### src/rtl/fir_pkg.sv
// Shared types and arithmetic helpers for the parametrised serial-MAC FIR.
// round_shift and saturate work on a wide signed container so callers only sign-extend in and slice out.
package fir_pkg;

    typedef enum logic [1:0] {
        IDLE = 2'd0,
        MAC  = 2'd1,
        OUT  = 2'd2
    } firState_t;

    localparam int MAX_W = 64;

    function automatic int accWidth(input int dataW, input int coefW, input int ntaps);
        return dataW + coefW + $clog2(ntaps);
    endfunction

    function automatic logic signed [MAX_W-1:0] round_shift(
        input logic signed [MAX_W-1:0] v,
        input int                      sh
    );
        logic signed [MAX_W-1:0] one;
        logic signed [MAX_W-1:0] r;
        one = 64'sd1;
        if (sh > 0) begin
            r = (v + (one <<< (sh - 1))) >>> sh;
        end else begin
            r = v;
        end
        return r;
    endfunction

    function automatic logic signed [MAX_W-1:0] saturate(
        input logic signed [MAX_W-1:0] v,
        input int                      w
    );
        logic signed [MAX_W-1:0] one;
        logic signed [MAX_W-1:0] hi;
        logic signed [MAX_W-1:0] lo;
        logic signed [MAX_W-1:0] r;
        one = 64'sd1;
        hi  = (one <<< (w - 1)) - one;
        lo  = -(one <<< (w - 1));
        if (v > hi) begin
            r = hi;
        end else if (v < lo) begin
            r = lo;
        end else begin
            r = v;
        end
        return r;
    endfunction

endpackage

### src/rtl/fir_coef_regs.sv
// Coefficient register file: gated write port (ignored while the filter is busy),
// combinational read by tap index, synchronous clear.
module fir_coef_regs
    import fir_pkg::*;
#(
    parameter int NTAPS  = 16,
    parameter int COEF_W = 10,
    parameter int AW     = $clog2(NTAPS)
) (
    input  logic                     iClk,
    input  logic                     iRst,
    input  logic                     iBusy,
    input  logic                     iWe,
    input  logic [AW-1:0]            iAddr,
    input  logic signed [COEF_W-1:0] iData,
    input  logic [AW-1:0]            iRdAddr,
    output logic signed [COEF_W-1:0] oRdData
);

    logic signed [COEF_W-1:0] coefR [NTAPS];

    // Coefficient storage with write gating
    always_ff @(posedge iClk) begin
        if (iRst) begin
            for (int i = 0; i < NTAPS; i++) begin
                coefR[i] <= {COEF_W{1'b0}};
            end
        end else if (iWe && !iBusy && (int'(iAddr) < NTAPS)) begin
            coefR[iAddr] <= iData;
        end
    end

    assign oRdData = coefR[iRdAddr];

endmodule

### src/rtl/fir_filter_param.sv
// Serial-MAC FIR: one strobed sample in, NTAPS multiply-accumulate cycles,
// then a rounded, scaled and saturated output with a one-cycle valid pulse.
module fir_filter_param
    import fir_pkg::*;
#(
    parameter int DATA_W = 3,
    parameter int COEF_W = 10,
    parameter int NTAPS  = 16,
    parameter int OUT_W  = 16,
    parameter int SHIFT  = 0
) (
    input  logic                        iClk,
    input  logic                        iRst,
    input  logic                        iEnSample,
    input  logic signed [DATA_W-1:0]    iFirIn,
    input  logic                        iCoefWe,
    input  logic [$clog2(NTAPS)-1:0]    iCoefAddr,
    input  logic signed [COEF_W-1:0]    iCoefData,
    input  logic                        iClrOvr,
    output logic signed [OUT_W-1:0]     oFirOut,
    output logic                        oFirValid,
    output logic                        oBusy,
    output logic                        oOverrun
);

    localparam int              ACC_W  = accWidth(DATA_W, COEF_W, NTAPS);
    localparam int              KW     = $clog2(NTAPS);
    localparam logic [KW-1:0]   LAST_K = KW'(NTAPS - 1);
    localparam logic [KW-1:0]   K_ONE  = KW'(32'd1);

    firState_t                stateR;
    firState_t                nextStateS;
    logic                     busyR;
    logic [KW-1:0]            kR;
    logic signed [ACC_W-1:0]  accR;
    logic signed [ACC_W-1:0]  prodS;
    logic signed [DATA_W-1:0] xR [NTAPS];
    logic signed [COEF_W-1:0] coefRdS;
    logic signed [MAX_W-1:0]  satWideS;
    logic signed [OUT_W-1:0]  satOutS;
    logic signed [OUT_W-1:0]  firOutR;
    logic                     validR;
    logic                     overrunR;
    logic                     acceptS;
    logic                     dropS;

    fir_coef_regs #(
        .NTAPS  (NTAPS),
        .COEF_W (COEF_W),
        .AW     (KW)
    ) uCoefRegs (
        .iClk    (iClk),
        .iRst    (iRst),
        .iBusy   (busyR),
        .iWe     (iCoefWe),
        .iAddr   (iCoefAddr),
        .iData   (iCoefData),
        .iRdAddr (kR),
        .oRdData (coefRdS)
    );

    // State register; busy tracks the state being entered so it is a plain flop output
    always_ff @(posedge iClk) begin
        if (iRst) begin
            stateR <= IDLE;
            busyR  <= 1'b0;
        end else begin
            stateR <= nextStateS;
            busyR  <= (nextStateS != IDLE);
        end
    end

    // Next-state logic
    always_comb begin
        nextStateS = stateR;
        case (stateR)
            IDLE: begin
                if (iEnSample) begin
                    nextStateS = MAC;
                end else begin
                    nextStateS = IDLE;
                end
            end
            MAC: begin
                if (kR == LAST_K) begin
                    nextStateS = OUT;
                end else begin
                    nextStateS = MAC;
                end
            end
            OUT:     nextStateS = IDLE;
            default: nextStateS = IDLE;
        endcase
    end

    // Strobe classification, tap product and output conditioning
    always_comb begin
        acceptS  = iEnSample && !busyR;
        dropS    = iEnSample && busyR;
        prodS    = ACC_W'(xR[kR]) * ACC_W'(coefRdS);
        satWideS = saturate(round_shift(MAX_W'(accR), SHIFT), OUT_W);
        satOutS  = satWideS[OUT_W-1:0];
    end

    // Delay line, accumulator, tap index and output register
    always_ff @(posedge iClk) begin
        if (iRst) begin
            accR    <= {ACC_W{1'b0}};
            kR      <= {KW{1'b0}};
            firOutR <= {OUT_W{1'b0}};
            validR  <= 1'b0;
            for (int i = 0; i < NTAPS; i++) begin
                xR[i] <= {DATA_W{1'b0}};
            end
        end else begin
            validR <= 1'b0;
            case (stateR)
                IDLE: begin
                    if (acceptS) begin
                        for (int i = NTAPS - 1; i > 0; i--) begin
                            xR[i] <= xR[i-1];
                        end
                        xR[0] <= iFirIn;
                        accR  <= {ACC_W{1'b0}};
                        kR    <= {KW{1'b0}};
                    end
                end
                MAC: begin
                    accR <= accR + prodS;
                    kR   <= kR + K_ONE;
                end
                OUT: begin
                    firOutR <= satOutS;
                    validR  <= 1'b1;
                end
                default: begin
                    validR <= 1'b0;
                end
            endcase
        end
    end

    // Sticky overrun flag; a new drop wins over a simultaneous clear
    always_ff @(posedge iClk) begin
        if (iRst) begin
            overrunR <= 1'b0;
        end else if (dropS) begin
            overrunR <= 1'b1;
        end else if (iClrOvr) begin
            overrunR <= 1'b0;
        end
    end

    assign oFirOut   = firOutR;
    assign oFirValid = validR;
    assign oBusy     = busyR;
    assign oOverrun  = overrunR;

endmodule

### config.mk
export PLATFORM = sky130hd
export DESIGN_NAME = fir_filter_param
export DESIGN_NICKNAME = d
export VERILOG_FILES = /design/src/rtl/fir_pkg.sv /design/src/rtl/fir_coef_regs.sv /design/src/rtl/fir_filter_param.sv
export SDC_FILE = /design/constraint.sdc
export NUM_CORES = 1
export LEC_CHECK = 0
export BUFFER_PORTS_ARGS = -buffer_cell sky130_fd_sc_hd__buf_2
export CORE_AREA = 10 10 182 184
export CTS_BUF_LIST = sky130_fd_sc_hd__clkbuf_8
export DETAILED_ROUTE_END_ITERATION = 16
export DIE_AREA = 0 0 192 194
export PLACE_DENSITY = 0.62
export SYNTH_ARGS = -nofsm -noshare
export SYNTH_HDL_FRONTEND = slang
export SYNTH_SLANG_ARGS = --single-unit
### constraint.sdc
create_clock -name iClk -period 6.38 [get_ports iClk]
set_input_delay 0.319 -clock iClk [delete_from_list [all_inputs] [get_ports iClk]]
set_output_delay 0.319 -clock iClk [all_outputs]
set_load 0.05 [all_outputs]
# Word level (Yosys, flattened, before mapping)
# Memory sizes are Yosys's and may differ from the RTL's. A register that Yosys moved wholly into a read port is not among the register bits.
# Cells that the tools add are included.
dict set report word_totals {
  reg_bits 42
  ram_bits 208
  input_bits 22
  out_inout_bits 19
  wordCells 88
  mem_count 2
}
# memory depth width read_ports rd_clocked_by_memory_dff write_ports line_no
set memory_table {}
lappend memory_table {uCoefRegs.coefR 16 10 1 1 16 fir_coef_regs.sv:20} ;# logic signed [COEF_W-1:0] coefR [NTAPS];
lappend memory_table {xR 16 3 16 1 16 fir_filter_param.sv:37} ;# logic signed [DATA_W-1:0] xR [NTAPS];
dict set report classes {
  addsub 2
  n_mul 1
  n_lt_le_gt_ge 2
  n_eq_ne 4
  n_mux 44
  n_bitwise 16
  n_reduce_logical 10
}
# cell count
set ops {}
lappend ops {{3-bit 2-to-1 mux} 16}
lappend ops {{17-bit one-hot mux with 2 select lines} 1}
lappend ops {{16-bit 2-to-1 mux} 2}
lappend ops {{4-bit 2-to-1 mux} 6}
lappend ops {{17-bit by 13-bit adder with 17-bit output} 1}
lappend ops {{17-bit by 16-bit > comparator with 1-bit output, second input constant} 1}
lappend ops {{17-bit by 16-bit < comparator with 1-bit output, second input constant} 1}
lappend ops {{17-bit 2-to-1 mux} 1}
lappend ops {{1-bit bitwise OR} 16}
lappend ops {{1-bit 2-to-1 mux} 14}
lappend ops {{3-bit by 10-bit multiplier with 13-bit output} 1}
lappend ops {{10-bit 2-to-1 mux} 1}
lappend ops {{10-bit OR reduction} 1}
lappend ops {{4-bit one-hot mux with 2 select lines} 1}
lappend ops {{2-bit nonzero test} 3}
lappend ops {{4-bit by 1-bit adder with 4-bit output, second input constant} 1}
lappend ops {{4-bit equality test, second input constant} 1}
lappend ops {{2-bit one-hot mux with 2 select lines} 1}
lappend ops {{1-bit logical AND} 3}
lappend ops {{2-bit by 1-bit equality test with 1-bit output, second input constant} 1}
lappend ops {{2-bit equality test, second input constant} 1}
lappend ops {{2-bit zero test} 1}
lappend ops {{2-bit 2-to-1 mux} 1}
lappend ops {{2-bit inequality test, second input constant} 1}
lappend ops {{2 further kinds} 2}

# Depth between registers and ports, before layout
# Gate-level depths: netlist (run 1).
dict set report depth {
  ltp_word 7
  ltp_mapped 19
  mapped_depth_nobuf 16
}

# By module
# Synthesis (run 1) repeated with hierarchy kept, for this count alone.
dict set report hier_totals {
  cells_unflattened 1001
  area_unflattened_um2 12602.1
}
# mod instances cells_per_inst area_per_inst_um2 seq_area_each_um2
set modules_own_cells {}
lappend modules_own_cells {fir_coef_regs 1 498 7101.8 4804.6}
lappend modules_own_cells {fir_filter_param 1 503 5500.3 2362.3}

# Worst setup path before layout (run 1)
# Ideal clock, no wire load.
dict set report synth_timing {
  path_kind {flip-flop to flip-flop}
  from {register (tool-made name)}
  to {register accR[12]}
  setup_time_ns 0.129
  arrival_ns 4.792
  required_time_ns 6.251
  slack_ns 1.459
  stages_incl_launch_ff 17
  path_buffers 2
  period_less_slack_ns 4.921
  path_cell_list {dfxtp_1 -> clkbuf_2 -> clkbuf_1 -> mux4_2 -> mux4_2 -> or2_1 -> fa_1 -> fa_1 -> fa_1 -> inv_1 -> ha_1 -> fa_1 -> a21oi_1 -> o211ai_1 -> a41oi_1 -> xor2_1 -> o21ai_0}
}
# item line_no
set synth_lines {}
lappend synth_lines {{end signal, assigned} fir_filter_param.sv:108} ;# accR <= {ACC_W{1'b0}};
lappend synth_lines {{end signal, assigned} fir_filter_param.sv:124} ;# accR <= {ACC_W{1'b0}};
lappend synth_lines {{end signal, assigned} fir_filter_param.sv:129} ;# accR <= accR + prodS;
lappend synth_lines {{end, declared} fir_filter_param.sv:35} ;# logic signed [ACC_W-1:0] accR;

==> impl_metrics.csv, run 1 <==
group,metric,value,unit
sta,relSlewSlack,35.52,%
power_and_ir_drop,power_density,270.1,nW/µm²
power_and_ir_drop,seq_power_share,49.6,%
sta,fin_skew,0.02586,ns
logic_synthesis,syn_avg_cell_area,13.15,µm²
floorplan,core,29400,µm²
sta,drv_slew,0,
clocking,cts.path.max_buffers,3,
clocking,post_cts_resized,0,
clocking,htreeDepth,2,
placement,hpwl,20640,µm
logic_synthesis,async_reset_ff_share,0,%
logic_synthesis,ys_seq_area_share,54.51,%
floorplan,pin_count,41,
logic_synthesis,synth.net_count,1081,
setup_path,r2r_cells,16,
logic_synthesis,synth_cell_type_count,54,
clocking,worstSkewPairLatency,0.56,ns
sta,fmax,185.6,MHz
logic_synthesis,yosysTopAreaCellShare,47.51,%
logic_synthesis,syn_inst,1000,
sta,rsz0062_at_grt,"no",
grt,grt_pass1_wl,47860,µm
clocking,clkTransAtPathRegs,0.07,ns
placement,numPortBuffers,40,
layout,nNetsFinal,1140,
floorplan,die-area,37250,µm²
clocking,cts_hold_buf,0,
grt,grt_pass1_vias,8290,
clocking,cts_tree,"done",
sta,tightest_slew,0.9653,ns
setup_path,cp-endpoint,"accR[16]",
logic_synthesis,synth_edf_count,208,
power_and_ir_drop,pwr-share-comb,16.3,%
clocking,clock-sinks,254,
grt,grtUsageTotal,16.27,%
layout,final_cell_mix,"and2_1, edfxtp_1, nor2_1, mux4_2, inv_1",
sta,setup_viol,0,
drt,drtAntennaViolNets,0,
layout,area_growth,11.27,%
logic_synthesis,ys_ff_latch,254,
floorplan,rows,63,
setup_path,crit_fanout,21,
floorplan,initial_core_util,44.72,%
sta,fin_crit,5.389,ns
clocking,cts_inserted_buffers,43,
grt,grt_max_degree,49,
setup_path,r2r-end,"accR[16]",
power_and_ir_drop,p_int,0.002836,W
clocking,post-cts-setup-buffer-count,0,
sta,hold_viol,0,
power_and_ir_drop,ir_drop,259.8,µV
drt,vias_per_cell,5.321,
layout,n_antenna_cell,0,
layout,fill_cells,2588,
setup_path,cp-start-kind,"flop",
logic_synthesis,yosys.area.top_type,"edfxtp_1",
layout,drive_above_1_share,17.93,%
floorplan,die_h,194,µm
logic_synthesis,ys.flop_type,"edfxtp_1",
min_path,hp-class,"input pin to flop",
sta,period_share,84.46,%
setup_path,path_class,"flop to flop",
logic_synthesis,synth.area.top_cells,"edfxtp_1, and2_1, mux4_2",
setup_path,crit_required,6.80,ns
logic_synthesis,yosys_warnings,0,
layout,layout_commonest_cell,"and2_1",
drt,drt_iter0_drc,536,
sta,fin_setup_tns,0,ns
power_and_ir_drop,p_sw,0.001115,W
drt,wirelength,30020,µm
drt,first_pass_iters,5,
drt,avgRoutedWirePerCell,20.24,µm
setup_path,regToRegSetupSlack,0.99,ns
setup_path,critical_path.endpoint_type,"flop",
job,drv_cap,0,
grt,antenna_found_initial,0,
drt,via_count,7891,
clocking,root_buffer,"clkbuf_8",
logic_synthesis,synthesis.area,13150,µm²
grt,grt_overflow,0,
run_status,status,"complete, no violations",
power_and_ir_drop,p_leak,5.632,nW
drt,route.detailed.drc,0,
floorplan,die-width,192,µm
setup_path,cp.arrival,5.81,ns
placement,place_congestion,0.8541,
power_and_ir_drop,p_total,0.003951,W
power_and_ir_drop,clock_power_share,34.0,%
power_and_ir_drop,swShare,28.21,%
## critical path, cell delays in order, from the launching register on
cell,delay (ns)
dfxtp_4,0.63
buf_12,0.26
mux4_1,0.64
a22o_1,0.30
a221oi_4,0.24
nor2_1,0.16
ha_1,0.40
inv_1,0.17
fa_1,0.53
inv_1,0.04
ha_1,0.28
ha_1,0.40
a211oi_1,0.29
o221ai_1,0.17
a21oi_1,0.26
mux2i_1,0.11
or3_1,0.36
## logic make-up after synthesis
| family | count (synthesis) | share of synthesized area, % |
|---|---|---|
| AOI/OAI and AO/OA | 128 | 6.129 |
| xor gates and xnor gates | 14 | 0.9326 |
| adders and majority gates | 63 | 7.347 |
| buffers and inverters | 87 | 2.883 |
| DFF | 254 | 54.51 |
| muxes | 85 | 12.70 |
| and+or+nand+nor | 369 | 15.50 |
## how the worst min path moves through the flow
stage,start,end,slack (ns),cells after the start
after global placement,oFirOut[15],oFirOut[15],0.44,2
after floorplan,accR[11],accR[11],0.43,2
after detailed placement,accR[11],accR[11],0.44,2
final,iClrOvr,oOverrun,0.04,3
after CTS,iClrOvr,oOverrun,0.006,3
after global routing,iClrOvr,oOverrun,0.02,3
## synth_stat cells (all sizes together) (3+ instances only)
cell type / instances
a21o: 3
mux2i: 14
and3: 5
mux4: 61
nand2: 26
fa: 25
a22oi: 11
mux2: 10
o31ai: 9
dfxtp: 46
a221oi: 3
a22o: 3
xnor2: 3
clkbuf: 46
a21oi: 28
nand3: 13
o211ai: 3
nor2: 73
o21ai: 46
nand2b: 6
a211oi: 9
buf: 11
nor2b: 5
and2: 219
or2: 5
xor2: 11
maj3: 4
inv: 30
nor3: 9
ha: 34
o21a: 3
edfxtp: 208
## per-stage QoR
| stage | worst slack (ns) | cell area [µm²] | instances | utilization (%) | hold WS, ns |
|---|---|---|---|---|---|
| 3_5_place_dp | 1.033 | 13840 | 1404 | 47.07 | 0.4423 |
| 3_3_place_gp | 1.077 | 13840 | 1404 | 47.07 | 0.4376 |
| 2_1_floorplan | 1.459 | 13150 | 1000 | - | 0.4250 |
| 4_1_cts | 0.9766 | 14630 | 1483 | 49.76 | 0.006461 |
| 5_1_grt | 0.6221 | 14630 | 1483 | 49.76 | 0.02468 |
| 6_report | 0.9914 | 14630 | 1483 | 49.76 | 0.03520 |
## power groups by stage
stage | Clock, W | Combinational, W | Sequential (W)
6_report | 0.00134 | 0.000646 | 0.00196
5_1_grt | 0.00145 | 0.000731 | 0.00197
4_1_cts | 0.00137 | 0.000653 | 0.00196
3_5_place_dp | 0 | 0.000650 | 0.00199
3_3_place_gp | 0 | 0.000642 | 0.00199
2_1_floorplan | 0 | 0.000511 | 0.00195
## final cells by class
type / instances / area (µm²) / share of cell area (%)
flip-flops and latches: 254 / 7173 / 49.03
multi-input cells: 659 / 5622 / 38.43
clock buffers: 44 / 605.6 / 4.140
well taps: 390 / 488.0 / 3.336
repair buffers: 71 / 445.4 / 3.045
clock inverters: 35 / 182.7 / 1.249
inverters: 30 / 112.6 / 0.7698
## flip-flops by register name (all words and copies together), names as in the netlist, named ones only
name,count
accR,17
uCoefRegs.coefR,160
stateR,2
oOverrun,1
xR,48
oFirOut,16
kR,4
oFirValid,1
oBusy,1
## per-layer routing
layer / global-route usage, % / vias to the layer above / routed length, µm
met5: 0 / - / 0
met4: 3.062 / 0 / 358
met3: 2.896 / 32 / 1263
met2: 26.91 / 155 / 14720
met1: 22.04 / 3940 / 13670
li1: - / 3764 / -
(Power assumes the default switching activity.)
==> run 2: changes to the inputs <==
--- a/config.mk
+++ b/config.mk
@@ -5,12 +5,13 @@
 export SDC_FILE = /design/constraint.sdc
 export NUM_CORES = 1
 export LEC_CHECK = 0
+export ABC_AREA = 1
 export BUFFER_PORTS_ARGS = -buffer_cell sky130_fd_sc_hd__buf_2
-export CORE_AREA = 10 10 182 184
+export CORE_AREA = 10 10 183 185
 export CTS_BUF_LIST = sky130_fd_sc_hd__clkbuf_8
 export DETAILED_ROUTE_END_ITERATION = 16
-export DIE_AREA = 0 0 192 194
-export PLACE_DENSITY = 0.62
+export DIE_AREA = 0 0 193 195
+export PLACE_DENSITY = 0.63
 export SYNTH_ARGS = -nofsm -noshare
 export SYNTH_HDL_FRONTEND = slang
 export SYNTH_SLANG_ARGS = --single-unit
==> constraint.sdc (replaced) <==
create_clock -name iClk -period 4.6 [get_ports iClk]
set_input_delay 0.23 -clock iClk [delete_from_list [all_inputs] [get_ports iClk]]
set_output_delay 0.23 -clock iClk [all_outputs]
set_load 0.05 [all_outputs]
==> run 2 against run 1 <==
- setup slack lost 0.67 ns
- global-route usage shrank 0.32 points
- largest power group unchanged
- synthesized cell count grew 46%
- maximum frequency grew 26%
- critical path type unchanged
- final area is essentially flat
- combinational power grew 92%
- highest routed layer unchanged
- final cell count grew 29%
==> impl_metrics.csv, run 2 <==
group,metric,value,unit
floorplan,initial_core_util,44.01,%
power_and_ir_drop,p_int,0.004199,W
drt,route.detailed.drc,0,
logic_synthesis,yosys_warnings,0,
logic_synthesis,ys.flop_type,"edfxtp_1",
clocking,root_buffer,"clkbuf_8",
grt,grt_max_degree,81,
sta,drv_slew,0,
setup_path,r2r_cells,20,
power_and_ir_drop,swShare,30.09,%
run_status,status,"complete, no violations",
setup_path,regToRegSetupSlack,0.32,ns
logic_synthesis,yosysTopAreaCellShare,47.26,%
logic_synthesis,synth_edf_count,208,
grt,antenna_found_initial,0,
clocking,htreeDepth,2,
drt,drtAntennaViolNets,0,
floorplan,die_h,195,µm
sta,fin_skew,0.01347,ns
layout,reg_top3,"uCoefRegs.coefR (160), xR (48), accR (17)",
sta,relSlewSlack,45.12,%
layout,largest_reg_flops,160,
logic_synthesis,synth_cell_type_count,32,
setup_path,crit_fanout,39,
floorplan,rows,64,
layout,n_antenna_cell,0,
grt,grt_util_met3,2.584,%
sta,rsz0062_at_grt,"no",
placement,numPortBuffers,40,
clocking,cts_inserted_buffers,42,
min_path,hp-class,"input pin to flop",
layout,layout_commonest_cell,"inv_1",
drt,first_pass_iters,5,
drt,vias_per_cell,5.063,
layout,nNetsFinal,1564,
drt,wirelength,30600,µm
job,drv_cap,0,
clocking,clock-sinks,254,
setup_path,critical_path.endpoint_type,"flop",
floorplan,die-width,193,µm
layout,drive_above_1_share,9.043,%
logic_synthesis,syn_avg_cell_area,9.059,µm²
grt,grt_overflow,0,
logic_synthesis,synth.area.top_cells,"edfxtp_1, dfxtp_1, nand2_1",
setup_path,path_class,"flop to flop",
logic_synthesis,synth.net_count,1540,
sta,hold-worst-slack,0.2328,ns
min_path,hold_depth,2,
floorplan,pin_count,41,
placement,place_congestion,0.8797,
logic_synthesis,synth_commonest_cells,"nand2_1, nor2_1, inv_1, edfxtp_1, a21oi_1",
clocking,worstSkewPairLatency,0.55,ns
sta,hold_viol,0,
sta,tightest_slew,0.8223,ns
logic_synthesis,synthesis.area,13220,µm²
grt,grtUsageTotal,15.95,%
min_path,hp-start,"iRst",
layout,final_cell_mix,"inv_1, nand2_1, nor2_1, edfxtp_1, a21oi_1",
sta,period_share,93.06,%
power_and_ir_drop,p_sw,0.001807,W
drt,avgRoutedWirePerCell,16.01,µm
setup_path,crit_required,5.00,ns
grt,grtUsageMet2,24.06,%
logic_synthesis,synth.most_common_cell,"nand2_1",
power_and_ir_drop,seq_power_share,44.7,%
clocking,cts.path.max_buffers,3,
setup_path,cp.arrival,4.68,ns
sta,fin_crit,4.281,ns
drt,via_count,9676,
layout,largest_register,"uCoefRegs.coefR",
logic_synthesis,ys_seq_area_share,54.23,%
grt,use_met1,22.85,%
logic_synthesis,ys_ff_latch,254,
drt,drt_iter0_drc,972,
setup_path,r2r-end,"accR[16]",
grt,grt_pass1_vias,9184,
power_and_ir_drop,pwr-share-comb,20.6,%
logic_synthesis,async_reset_ff_share,0,%
min_path,whs_endpoint,"oFirOut[0]",
power_and_ir_drop,p_leak,6.314,nW
power_and_ir_drop,ir_drop,181.3,µV
power_and_ir_drop,power_density,410.5,nW/µm²
grt,grt_pass1_wl,48610,µm
sta,fin_setup_tns,0,ns
setup_path,cp-start-kind,"flop",
clocking,clkTransAtPathRegs,0.06,ns
layout,area_growth,10.72,%
power_and_ir_drop,clock_power_share,34.7,%
logic_synthesis,syn_inst,1459,
placement,hpwl,19890,µm
floorplan,die-area,37640,µm²
logic_synthesis,yosys.area.top_type,"edfxtp_1",
grt,busiest_layer,"met2",
sta,setup_viol,0,
clocking,cts_tree,"done",
floorplan,core,30030,µm²
sta,fmax,233.6,MHz
==> run 2: final cells by class <==
class                      instances  area, µm²
clock buffer                      46      633.1
clock inverter                    30      234.0
fill                            2808      15400
inverter                         230      863.3
multi-input combinational        889       4696
sequential                       254       7174
tap                              396      495.5
timing repair buffer              66      536.8
==> run 2: worst max-delay path by stage <==
stage	to	slack [ns]	cells after the start
final	accR[16]	0.32	20
after CTS	accR[16]	0.26	20
after detailed placement	accR[16]	0.26	20
after global routing	accR[16]	0.01	22
after floorplan	xR[0][0]	0.10	1
after global placement	accR[16]	0.33	21
==> run 2: repair_timing <==
item / CTS / global route
hold buffers: 5 / 0
hold endpoints to repair: 4 / 0
resized for setup: 0 / 5
setup buffers: 0 / 4
setup endpoints to repair: 0 / 4
==> run 2: metrics by stage <==
step | cell area (µm²) | cells | setup WS, ns | total power, W | util (%)
finish | 14630 | 1911 | 0.3192 | 0.006007 | 48.73
global route | 14630 | 1911 | 0.01252 | 0.006373 | 48.73
CTS | 14530 | 1905 | 0.2552 | 0.006015 | 48.38
detailed placement | 13610 | 1824 | 0.2618 | 0.003941 | 45.32
global placement | 13610 | 1824 | 0.3276 | 0.003928 | 45.32
floorplan | 13220 | 1459 | 0.1028 | 0.003672 | -
==> run 2: logic make-up (layout without fill, tap and decap cells) <==
logic type | after synthesis | count (layout) | share of synthesized area (%)
XOR/XNOR | 2 | 2 | 0.1326
flip-flops | 254 | 254 | 54.23
buffers and inverters | 316 | 372 | 10.39
AND/OR/NAND/NOR | 594 | 594 | 18.32
AO/OA/AOI/OAI | 234 | 234 | 9.931
adder cells (fa/ha/maj) | 59 | 59 | 7.006
==> run 2: per-layer routing <==
| metal | vias to the layer above | routed length [µm] |
|---|---|---|
| li1 | 4807 | - |
| met1 | 4512 | 14380 |
| met2 | 294 | 13490 |
| met3 | 63 | 1870 |
| met4 | 0 | 854 |
| met5 | - | 0 |
==> run 2: power by group through the flow <==
stage / combinational, W / sequential [W] / clock [W]
floorplan: 0.000963 / 0.00271 / 0
global placement: 0.00120 / 0.00273 / 0
detailed placement: 0.00121 / 0.00273 / 0
CTS: 0.00123 / 0.00269 / 0.00210
global route: 0.00144 / 0.00270 / 0.00223
finish: 0.00124 / 0.00269 / 0.00208
==> run 2: worst max-delay path, stage by stage (launching register included) <==
cell,delay (ns)
dfxtp_4,0.40
buf_4,0.17
clkbuf_16,0.20
o21ai_1,0.14
nand3_1,0.08
nand3_1,0.13
nand3_1,0.13
fa_1,0.58
fa_1,0.44
fa_1,0.51
inv_1,0.04
ha_1,0.23
fa_1,0.41
nand2_1,0.11
nand2_1,0.05
nand3_1,0.07
nand2_1,0.10
nand2_1,0.09
nand3_1,0.08
nand3_1,0.09
a21oi_1,0.06
==> run 3: changes to the inputs <==
==> constraint.sdc (replaced) <==
create_clock -name iClk -period 4.6 [get_ports iClk]
set_input_delay 0.92 -clock iClk [delete_from_list [all_inputs] [get_ports iClk]]
set_output_delay 0.92 -clock iClk [all_outputs]
set_load 0.05 [all_outputs]
==> run 3 against run 2 <==
- clock-buffer cell count is 2 higher
- global-route usage grew 0.49 points
- critical endpoint is now accR[9]
- setup slack got worse by 0.051 ns
- sequential power is essentially flat
- routed wire length is 1.5% higher
- register-to-register slack worse by 0.05 ns
==> impl_metrics.csv, run 3 (same netlist as run 2, synthesis figures left out) <==
group,metric,value,unit
placement,placed_area,13760,µm²
clocking,clkTransAtPathRegs,0.06,ns
drt,route.detailed.drc,0,
grt,grt_max_degree,49,
grt,antenna_found_initial,0,
floorplan,die-width,193,µm
drt,drtAntennaViolNets,0,
placement,hpwl,20640,µm
layout,largest_register,"uCoefRegs.coefR",
drt,first_pass_iters,6,
power_and_ir_drop,power_density,398.5,nW/µm²
clocking,cts.path.max_buffers,3,
run_status,status,"complete, no violations",
layout,area_growth,10.62,%
drt,vias_per_cell,5.057,
clocking,clock-sinks,254,
layout,final_cell_mix,"inv_1, nand2_1, nor2_1, edfxtp_1, a21oi_1",
clocking,cts_inserted_buffers,44,
layout,reg_top3,"uCoefRegs.coefR (160), xR (48), accR (17)",
setup_path,critical_path.endpoint_type,"flop",
layout,fin_area,14620,µm²
sta,fmax,230.8,MHz
layout,largest_reg_flops,160,
job,drv_cap,0,
grt,grtUsageTotal,16.44,%
floorplan,core,30030,µm²
clocking,root_buffer,"clkbuf_8",
sta,setup_viol,0,
grt,grt_pass1_wl,50030,µm
setup_path,cp-start-kind,"flop",
setup_path,path_class,"flop to flop",
setup_path,crit_required,4.99,ns
min_path,hp-class,"flop to flop",
drt,drt_iter0_drc,763,
grt,grt_overflow,0,
setup_path,crit_fanout,21,
sta,period_share,94.18,%
sta,drv_slew,0,
clocking,worstSkewPairLatency,0.57,ns
sta,hold-worst-slack,0.4614,ns
sta,fin_ws,0.2678,ns
placement,place_congestion,0.9121,
sta,tightest_slew,0.8824,ns
clocking,cts_hold_buf,0,
power_and_ir_drop,ir_drop,194.9,µV
layout,layout_commonest_cell,"inv_1",
layout,drive_above_1_share,10.24,%
floorplan,initial_core_util,44.01,%
floorplan,pin_count,41,
grt,grt_pass1_vias,9544,
setup_path,cp.arrival,4.73,ns
sta,fin_setup_tns,0,ns
floorplan,die_h,195,µm
sta,fin_skew,0.03649,ns
layout,post-route-util,48.69,%
placement,numPortBuffers,40,
floorplan,rows,64,
drt,via_count,9755,
layout,nNetsFinal,1580,
floorplan,die-area,37640,µm²
layout,n_antenna_cell,0,
drt,avgRoutedWirePerCell,16.10,µm
clocking,htreeDepth,2,
power_and_ir_drop,p_leak,6.363,nW
drt,wirelength,31060,µm
clocking,cts_tree,"done",
sta,rsz0062_at_grt,"yes",
sta,hold_viol,0,
placement,place_ws,0.1323,ns
sta,relSlewSlack,41.11,%
sta,fin_crit,4.332,ns
setup_path,regToRegSetupSlack,0.27,ns
[run 3: changes by cell type in the layout (fill, tap and decap cells not counted), sizes merged]
cell and change:
buf +20, inv +7, dlygate4sd3 -5, bufinv -4, clkbuf +1, clkinvlp -1
[run 3: cell type report]
| type | instances | area, µm² |
|---|---|---|
| tap | 396 | 495.5 |
| sequential | 254 | 7174 |
| clock buffer | 48 | 660.6 |
| timing repair buffer | 80 | 588.1 |
| fill | 2870 | 15410 |
| inverter | 230 | 863.3 |
| clock inverter | 32 | 145.1 |
| multi-input combinational | 889 | 4693 |
[run 3: worst paths after layout]
kind                                    to  startpoint  cells past startpoint
worst max-delay path               accR[9]        flop                     19
worst min-delay path            oFirOut[3]  oFirOut[3]                      2
worst max register to register     accR[9]        flop                     19
worst min register to register  oFirOut[3]  oFirOut[3]                      2
[run 3: per-layer routing]
| layer | track usage (%) | vias up | share of wire, % |
|---|---|---|---|
| li1 | - | 4835 | - |
| met1 | 22.72 | 4567 | 46 |
| met2 | 25.32 | 291 | 45 |
| met3 | 3.083 | 62 | 6.6 |
| met4 | 5.643 | 0 | 2.9 |
| met5 | 0 | - | 0 |
[run 3: repair_timing]
| action | in CTS | in global routing |
|---|---|---|
| setup endpoints to repair | 0 | 11 |
| buffers inserted | 0 | 2 |
| gates resized for setup | 0 | 4 |
[run 3: per-stage QoR]
step	power [W]	cells
floorplan	0.003670	1459
global placement	0.003948	1846
detailed placement	0.003962	1846
CTS	0.005859	1926
global route	0.006180	1929
finish	0.005826	1929
[run 3: worst max-delay path: stages (launching register included)]
cell and delay, ns:
dfxtp_4 0.48, buf_12 0.19, buf_6 0.19, buf_4 0.18, a21oi_1 0.06, o21ai_0 0.11, nand3_1 0.14, nand3_1 0.10
nand2_1 0.10, nor2_1 0.19, fa_1 0.44, fa_1 0.47, ha_1 0.31, ha_1 0.36, nand2_1 0.09, nor2_1 0.19
a21oi_1 0.12, or2_2 0.28, nand3_1 0.08, a21oi_1 0.06
[run 3: report_power, final]
| part | leakage [nW] | internal (W) | switching (W) |
|---|---|---|---|
| registers | 2.56 | 0.00261 | 0.0000773 |
| clock network | 0.493 | 0.000965 | 0.000928 |
| logic | 3.31 | 0.000440 | 0.000806 |
